`config.mk`:
```
export PLATFORM = sky130hd
export DESIGN_NAME = operand_fetch
export DESIGN_NICKNAME = d
export VERILOG_FILES = /design/src/rtl/operand_fetch_pkg.sv /design/src/rtl/operand_fetch_fwd_mux.sv /design/src/rtl/operand_fetch.sv
export SDC_FILE = /design/constraint.sdc
export NUM_CORES = 1
export LEC_CHECK = 0
export ABC_AREA = 0
export BUFFER_PORTS_ARGS = -buffer_cell sky130_fd_sc_hd__buf_2
export CAP_MARGIN = 20
export CELL_PAD_IN_SITES_DETAIL_PLACEMENT = 1
export CELL_PAD_IN_SITES_GLOBAL_PLACEMENT = 1
export CORE_ASPECT_RATIO = 0.9
export CORE_MARGIN = 3
export CORE_UTILIZATION = 34
export CTS_BUF_LIST = sky130_fd_sc_hd__clkbuf_8
export DETAILED_ROUTE_END_ITERATION = 10
export PLACE_DENSITY = 0.87
export SLEW_MARGIN = 20
export SYNTH_ARGS = -nofsm -noshare
export SYNTH_HDL_FRONTEND = slang
export SYNTH_SLANG_ARGS = --single-unit
```
`constraint.sdc`:
```
create_clock -name clk -period 2.3 [get_ports clk]
set_clock_uncertainty 0.2 [all_clocks]
set_input_delay 0.345 -clock clk [delete_from_list [all_inputs] [get_ports clk]]
set_output_delay 0.345 -clock clk [all_outputs]
set_load 0.05 [all_outputs]
```
`src/rtl/operand_fetch_pkg.sv`:
```
// Shared constants, instruction field layout and decode helpers for the operand_fetch stage.
// Optional EX/MEM bypassing is selected with the OPERAND_FETCH_FORWARD_EN macro.
package operand_fetch_pkg;

  localparam int WORD_DATA_W = 32;
  localparam int REG_ADDR_W  = 5;

  localparam logic ENABLE_      = 1'b0;
  localparam logic DISABLE_     = 1'b1;
  localparam logic RESET_ENABLE = 1'b1;

  localparam logic [5:0] OPC_LOAD = 6'h02;
  localparam logic [5:0] OPC_NOP  = 6'h00;

  localparam int OPC_MSB  = 31;
  localparam int OPC_LSB  = 26;
  localparam int RA_MSB   = 25;
  localparam int RA_LSB   = 21;
  localparam int RB_MSB   = 20;
  localparam int RB_LSB   = 16;
  localparam int RC_MSB   = 15;
  localparam int RC_LSB   = 11;
  localparam int IMM_MSB  = 15;
  localparam int IMM_LSB  = 0;
  localparam int FORM_BIT = 5;

  typedef struct packed {
    logic [5:0]            opcode;
    logic [REG_ADDR_W-1:0] ra;
    logic [REG_ADDR_W-1:0] rb;
    logic [REG_ADDR_W-1:0] rc;
    logic [15:0]           imm;
  } insn_fields_t;

  function automatic insn_fields_t split_insn(input logic [WORD_DATA_W-1:0] insn);
    insn_fields_t f;
    f.opcode = insn[OPC_MSB:OPC_LSB];
    f.ra     = insn[RA_MSB:RA_LSB];
    f.rb     = insn[RB_MSB:RB_LSB];
    f.rc     = insn[RC_MSB:RC_LSB];
    f.imm    = insn[IMM_MSB:IMM_LSB];
    return f;
  endfunction

  function automatic logic [WORD_DATA_W-1:0] sign_ext16(input logic [15:0] v);
    return {{(WORD_DATA_W-16){v[15]}}, v};
  endfunction

endpackage

```
`src/rtl/operand_fetch_fwd_mux.sv`:
```
// Per-source operand selector: picks EX, MEM or gpr data and flags when the source cannot be read yet.
// With OPERAND_FETCH_FORWARD_EN undefined, any pending EX/MEM write to the source requests a stall.
module fwd_mux
  import operand_fetch_pkg::*;
(
  input  logic [REG_ADDR_W-1:0]  src,
  input  logic [WORD_DATA_W-1:0] gpr_data,
  input  logic                   ex_we_,
  input  logic [REG_ADDR_W-1:0]  ex_dst,
  input  logic [WORD_DATA_W-1:0] ex_data,
  input  logic                   ex_is_load,
  input  logic                   mem_we_,
  input  logic [REG_ADDR_W-1:0]  mem_dst,
  input  logic [WORD_DATA_W-1:0] mem_data,
  output logic [WORD_DATA_W-1:0] data,
  output logic                   stall_req
);

  logic ex_hit;
  logic mem_hit;

  assign ex_hit  = (ex_we_ == ENABLE_) && (ex_dst == src);
  assign mem_hit = (mem_we_ == ENABLE_) && (mem_dst == src);

`ifdef OPERAND_FETCH_FORWARD_EN
  // A load in EX has no data yet, so it falls through and the hazard logic bubbles instead.
  always_comb begin
    data = gpr_data;
    if (ex_hit && !ex_is_load)
      data = ex_data;
    else if (mem_hit)
      data = mem_data;
  end

  assign stall_req = ex_hit && ex_is_load;
`else
  logic unused_fwd;

  assign unused_fwd = ^{ex_data, mem_data, ex_is_load};
  assign data       = gpr_data;
  assign stall_req  = ex_hit || mem_hit;
`endif

endmodule

```
`src/rtl/operand_fetch.sv`:
```
// Decode/operand-fetch stage: splits the instruction, reads gpr, resolves operands and fills ID/EX.
// Define OPERAND_FETCH_FORWARD_EN to bypass EX/MEM results; otherwise pending writes cause bubbles.
module operand_fetch
  import operand_fetch_pkg::*;
(
  input  logic                   clk,
  input  logic                   reset_,
  input  logic                   if_en,
  input  logic [WORD_DATA_W-1:0] if_pc,
  input  logic [WORD_DATA_W-1:0] if_insn,
  input  logic                   stall,
  input  logic                   flush,
  output logic [REG_ADDR_W-1:0]  gpr_rd_addr0,
  output logic [REG_ADDR_W-1:0]  gpr_rd_addr1,
  input  logic [WORD_DATA_W-1:0] gpr_rd_data0,
  input  logic [WORD_DATA_W-1:0] gpr_rd_data1,
  input  logic                   ex_we_,
  input  logic [REG_ADDR_W-1:0]  ex_dst,
  input  logic [WORD_DATA_W-1:0] ex_data,
  input  logic                   ex_is_load,
  input  logic                   mem_we_,
  input  logic [REG_ADDR_W-1:0]  mem_dst,
  input  logic [WORD_DATA_W-1:0] mem_data,
  output logic                   hazard_stall,
  output logic                   id_en,
  output logic [WORD_DATA_W-1:0] id_pc,
  output logic [5:0]             id_opcode,
  output logic [REG_ADDR_W-1:0]  id_dst,
  output logic                   id_we_,
  output logic [WORD_DATA_W-1:0] id_op_a,
  output logic [WORD_DATA_W-1:0] id_op_b
);

  insn_fields_t           f;
  logic                   i_form;
  logic                   we_dec;
  logic                   hazard;
  logic                   stall_a;
  logic                   stall_b;
  logic [WORD_DATA_W-1:0] fwd_a;
  logic [WORD_DATA_W-1:0] fwd_b;
  logic [WORD_DATA_W-1:0] op_b;
  logic [REG_ADDR_W-1:0]  dst;

  assign f            = split_insn(if_insn);
  assign i_form       = f.opcode[FORM_BIT];
  assign gpr_rd_addr0 = f.ra;
  assign gpr_rd_addr1 = f.rb;

  fwd_mux u_fwd_a (
    .src        (f.ra),
    .gpr_data   (gpr_rd_data0),
    .ex_we_     (ex_we_),
    .ex_dst     (ex_dst),
    .ex_data    (ex_data),
    .ex_is_load (ex_is_load),
    .mem_we_    (mem_we_),
    .mem_dst    (mem_dst),
    .mem_data   (mem_data),
    .data       (fwd_a),
    .stall_req  (stall_a)
  );

  fwd_mux u_fwd_b (
    .src        (f.rb),
    .gpr_data   (gpr_rd_data1),
    .ex_we_     (ex_we_),
    .ex_dst     (ex_dst),
    .ex_data    (ex_data),
    .ex_is_load (ex_is_load),
    .mem_we_    (mem_we_),
    .mem_dst    (mem_dst),
    .mem_data   (mem_data),
    .data       (fwd_b),
    .stall_req  (stall_b)
  );

  // In I-form rb is the destination, so it must not trigger a hazard.
  assign op_b         = i_form ? sign_ext16(f.imm) : fwd_b;
  assign dst          = i_form ? f.rb : f.rc;
  assign we_dec       = (f.opcode == OPC_NOP) ? DISABLE_ : ENABLE_;
  assign hazard       = if_en && (stall_a || (!i_form && stall_b));
  assign hazard_stall = hazard && !flush && !stall;

  always_ff @(posedge clk) begin
    if (reset_ == RESET_ENABLE) begin
      id_en     <= 1'b0;
      id_pc     <= '0;
      id_opcode <= '0;
      id_dst    <= '0;
      id_we_    <= DISABLE_;
      id_op_a   <= '0;
      id_op_b   <= '0;
    end else if (flush) begin
      id_en  <= 1'b0;
      id_we_ <= DISABLE_;
    end else if (stall) begin
      id_en  <= id_en;
    end else if (hazard) begin
      id_en  <= 1'b0;
      id_we_ <= DISABLE_;
    end else begin
      id_en     <= if_en;
      id_pc     <= if_pc;
      id_opcode <= f.opcode;
      id_dst    <= dst;
      id_we_    <= if_en ? we_dec : DISABLE_;
      id_op_a   <= fwd_a;
      id_op_b   <= op_b;
    end
  end

endmodule

```
# ---- Word level (Yosys, flattened, before mapping)
# Cells that the tools add are included.
dict set report totals {
  wordCells 39
  ff_bits 109
}
dict set report classes {
  muxes 6
  reduce_logical 17
  bitwise_logic 5
  eq_ne 4
}
# operator count
set ops {}
lappend ops {{two-way mux 32 bit} 1}
lappend ops {{== test 5 bit} 4}
lappend ops {{logical AND 1 bit} 8}
lappend ops {{logical NOT 6 bit} 1}
lappend ops {{two-way mux 5 bit} 1}
lappend ops {{NOT 1 bit} 5}
lappend ops {{two-way mux 1 bit} 4}
lappend ops {{logical NOT 1 bit} 3}
lappend ops {{logical OR 1 bit} 3}
lappend ops {{AND reduction 3 bit} 1}
lappend ops {{OR reduction 2 bit} 1}

# ---- Longest topological paths before layout
dict set report depth {
  ltp_word 8
  depth_mapped 7
}

# ---- Hierarchy
# Synthesis repeated with hierarchy kept, for this count alone.
dict set report hier_totals {
  cells_unflattened 595
  area_unflattened_um2 5731.7
}
# mod seq_area_each_um2 cells_each area_each_um2 instances
set by_module_without_submodules {}
lappend by_module_without_submodules {operand_fetch 2182.1 503 5006.1 1}
lappend by_module_without_submodules {fwd_mux 0.0 46 362.8 2}

# ---- Worst setup path after synthesis
# No wires, ideal clock.
dict set report synth_path {
  path_type {input -> output}
  startpoint {input if_insn[16]}
  endpoint {output hazard_stall}
  path_buffers 2
  setup_slack_ns -1.118
  cell_stages 7
  arrival_time_ns 2.873
  path_cell_list {xnor2_1 -> nand4_1 -> nor4_1 -> nor4_1 -> buf_4 -> buf_4 -> nor4b_1}
}
dict set report synth_via {
  elab_chain_cells 8
  elab_cells_between_ends 10
  cone_classes {eq/ne: 2; reduce/logical: 8}
}
# element line
set synth_rtl {}
lappend synth_rtl {{from (decl)} operand_fetch.sv:10} ;# input logic [WORD_DATA_W-1:0] if_insn,
lappend synth_rtl {{== test 5 bit (on tied branches)} {operand_fetch_fwd_mux.sv:22, operand_fetch_fwd_mux.sv:23}}
lappend synth_rtl {{logical AND 1 bit (on tied branches)} {operand_fetch_fwd_mux.sv:22, operand_fetch_fwd_mux.sv:23}}
lappend synth_rtl {{logical OR 1 bit (*)} operand_fetch_fwd_mux.sv:41} ;# assign stall_req = ex_hit || mem_hit;
lappend synth_rtl {{logical AND 1 bit (*)} operand_fetch.sv:82} ;# assign hazard = if_en && (stall_a || (!i_form && stall_b));
lappend synth_rtl {{logical OR 1 bit (*)} operand_fetch.sv:82}
lappend synth_rtl {{logical AND 1 bit (*)} operand_fetch.sv:82}
lappend synth_rtl {{logical AND 1 bit (*) (2 in series)} operand_fetch.sv:83} ;# assign hazard_stall = hazard && !flush && !stall;
lappend synth_rtl {{to (decl)} operand_fetch.sv:24} ;# output logic hazard_stall,
# Mark *: on every way between the ends. The rest lies on a longest branch, timed or not.

# ---- Worst setup path in the final report
dict set report layout_path {
  startpoint {input ex_dst[4]}
  endpoint {output hazard_stall}
}
dict set report layout_via {
  elab_chain_cells 8
  elab_cells_between_ends 11
  cone_classes {eq/ne: 2; reduce/logical: 9}
}
# element line
set layout_rtl {}
lappend layout_rtl {{from (decl)} operand_fetch.sv:18} ;# input logic [REG_ADDR_W-1:0] ex_dst,
lappend layout_rtl {{== test 5 bit} operand_fetch_fwd_mux.sv:22} ;# assign ex_hit = (ex_we_ == ENABLE_) && (ex_dst == src);
lappend layout_rtl {{logical AND 1 bit} operand_fetch_fwd_mux.sv:22}
lappend layout_rtl {{logical OR 1 bit} operand_fetch_fwd_mux.sv:41}
lappend layout_rtl {{logical AND 1 bit} operand_fetch.sv:82}
lappend layout_rtl {{logical OR 1 bit (*)} operand_fetch.sv:82}
lappend layout_rtl {{logical AND 1 bit (*)} operand_fetch.sv:82}
lappend layout_rtl {{logical AND 1 bit (*) (2 in series)} operand_fetch.sv:83}
# Marked as above.

==> summary.md <==
| Metric | Value |
|---|---|
| Clk pwr share | `0.282` |
| Synth area leaders | `dfxtp_1, mux2_1, a22o_1` |
| Layout area overhead | `31.9%` |
| Clk buf depth | `2` |
| Initial DRC count | `347` |
| Asr flop ratio synth | `0` |
| Peak VDD IR | `272 uV` |
| Most numerous cell in the Yosys netlist | `nand2_1` |
| H-tree depth | `3` |
| Layout Utilization | `0.462` |
| Ports | `330` |
| Vias in the first global route | `7,079` |
| Register area share after synthesis | `0.334` |
| TritonCTS buffer count | `9` |
| Row count | `47` |
| CP startpoint kind | `input pin` |
| Antenna violations before repair | `1` |
| Post-Synth XOR/XNOR Area | `0.0268` |
| Required @ worst endpoint | `1.75 ns` |
| Via density per instance | `5.47` |
| Final Wtd Congestion | `0.867` |
| Sequential fraction of design power | `0.422` |
| Port bufs | `264` |
| Hold Vio Cnt, Final | `0` |
| Post-Syn Instances | `752` |
| Clk sinks | `109` |
| Power density cells | `574 nW/um^2` |
| Post-synthesis compound-gate area fraction | `0.248` |
| Syn Area/Cell | `8.68 sq um` |
| Yosys cell types | `27` |
| Core ar. | `18,600 sq um` |
| TritonRoute pass-1 iters | `6` |
| Cells after DPL | `1,212` |
| Adder-cell share of the synthesized area | `0` |
| Die height | `137 microns` |
| GRT Total Usage | `0.212` |
| Final hold slack | `0.0882 ns` |
| Mapped Nets | `962` |
| Pleak | `0.00410 uW` |
| Finished Layout Cells | `1,229` |
| Area of the multi-input gates | `4020 sq um` |
| Peak fanout along the critical path | `3` |
| Peak Freq | `428 MHz` |
| Hold Buf Count CTS | `0` |
| Period utilization | `1.01` |
| Full die area | `20,900 sq um` |
| Detailed Route WL | `23,400 microns` |
| Mux cell area share after synthesis | `0.212` |
| Layout cells sized above 1 | `0.366` |
| Total gr overflow | `0` |
| Final ANT Viol Nets | `0` |
| Final setup violation count | `1` |
| Seq cells post-synth | `109` |
| Failing checks | `setup timing` |
| Share of the synthesized area in the top cell type | `0.334` |
| Combinational Power Share | `0.296` |
| Switching Fraction | `0.349` |
| Worst Max-Slew Pin Slew | `0.690 ns` |
| Routed vias | `6,725` |
| Commonest cells in the netlist | `nand2_1, dfxtp_1, a22oi_1, a21oi_1, a22o_1` |
| MaxCap Viol Count | `0` |
| Crit end category | `output pin` |
| Slew margin rel. | `0.540` |
| First-pass GRT wire length | `36,700 microns` |
| Worst-skew pair later-pin latency | `0.37 ns` |
| Die W | `152 microns` |
| Synth Area in Simple Gates | `0.104` |
| Sequential Area | `2180 sq um` |
| Detailed placer's ending HPWL | `16,200 microns` |
| Final total power | `4940 uW` |
| Status | `complete, but fails checks` |
| WS Path Type | `in -> out` |
| Reg clk slew, reported paths | `0.10 ns` |
| Crit path DAT | `1.79 ns` |
| Min cycle time layout | `2.33 ns` |
| Largest net degree at the start of global routing | `71` |
| Wire per inst | `19.1 microns` |
| Number of fill cells | `2,281` |
| Post-synth EDFFs | `0` |
| Mapped cell area | `6530 sq um` |
| Root buffer cell | `clkbuf_8` |
| Combinational family with the most area after synthesis | `compound AO/OA/AOI/OAI gates` |
| Setup TNS | `-0.0343 ns` |
| Post-synth top flop | `dfxtp_1` |
| Max-slew violation count | `0` |
| RSZ-0062 raised after global routing | `true` |
| Fin nets | `1,189` |
| Ys Warns | `0` |
| CTS tree | `built` |
| NetSw | `1720 uW` |
| Initial Util | `0.350` |
| Worst Slack Setup Final | `-0.0343 ns` |
| Drt drc | `0` |
| Internal power | `3220 uW` |
| Yosys top cell by area | `dfxtp_1` |
| Hold/Removal Path Class | `in -> reg` |
## layout make-up
class | instances | area share
Antenna cell | 1 | 0.000291
Clock buffer | 9 | 0.0144
Clock inverter | 6 | 0.0122
Inverter | 17 | 0.00741
Multi-Input combinational cell | 545 | 0.467
Sequential cell | 109 | 0.253
Tap cell | 245 | 0.0356
Timing Repair Buffer | 297 | 0.209
## metal layers
layer	global-route usage	vias up	routed length, microns
met5	0	-	0
met3	0.0496	32	1370
met2	0.374	223	11800
li1	-	3167	-
met4	0.0644	0	441
met1	0.258	3303	9780
## kinds of logic after synthesis
kind of cell	after synthesis
buffers and inverters	98
muxes	127
xor gates and xnor gates	20
and+or+nand+nor	165
DFF	109
AOI/OAI and AO/OA	233
## registers in the layout, summed over array words and instances, names as in the netlist
| register | count |
|---|---|
| id_pc | 32 |
| id_we_ | 1 |
| id_en | 1 |
| id_op_b | 32 |
| id_op_a | 32 |
| id_opcode | 6 |
| id_dst | 5 |
## metrics by stage
stage / area [sq um] / worst slack [ns]
2_1_floorplan: 6540 / -0.109
6_report: 8610 / -0.0343
3_5_place_dp: 8180 / -0.169
4_1_cts: 8490 / -0.0285
3_3_place_gp: 8180 / -0.116
5_1_grt: 8610 / -0.134
## placed cells by master, fill, tap and decap left out, types with 5 or more instances in the layout
cell type  Yosys  layout
mux2_2        30      30
inv_1         17      19
a22o_1        70      70
buf_2          9     255
buf_6          6       5
xnor2_2        0       5
o21ai_0       17      17
dfxtp_1      109     109
mux2i_1       37      37
nand2_1      143     143
a21oi_1       70      70
clkbuf_8       0       9
mux2_1        60      60
a22oi_1       74      74
xnor2_1       16       9
buf_4         16      20
buf_12         0      13
## final timing paths
kind / startpoint / endpoint / slack [ns] / depth (start not counted)
setup reg to reg: id_pc[24]$_SDFFE_PP0P_ / id_pc[24]$_SDFFE_PP0P_ / 1.16 / 2
hold reg to reg: id_we_$_SDFFE_PP1N_ / id_we_$_SDFFE_PP1N_ / 0.30 / 2
setup / recovery: ex_dst[4] / hazard_stall / -0.03 / 7
hold / removal: if_insn[28] / id_we_$_SDFFE_PP1N_ / 0.09 / 4
## power by group through the flow
stage                     clock [uW]  sequential (uW)  combinational, uW
final                           1390             2090               1460
after global routing            1510             2100               1560
after CTS                       1450             2080               1440
after detailed placement           0             2130               1420
after global placement             0             2120               1380
after floorplan                    0             2510                567
## critical path, stage by stage
cell and delay, ns:
buf_8 0.11, xnor2_4 0.18, nand4_1 0.21, nor4_4 0.35, nor4_4 0.12, nor4b_4 0.27, buf_6 0.20
## timing repair
action / in CTS / in global routing
gates cloned: 0 / 0
pin swaps: 8 / 9
gates resized for setup: 18 / 24
buffers inserted: 2 / 1
endpoints found under the setup margin: 1 / 11
(Power assumes the default switching activity.)
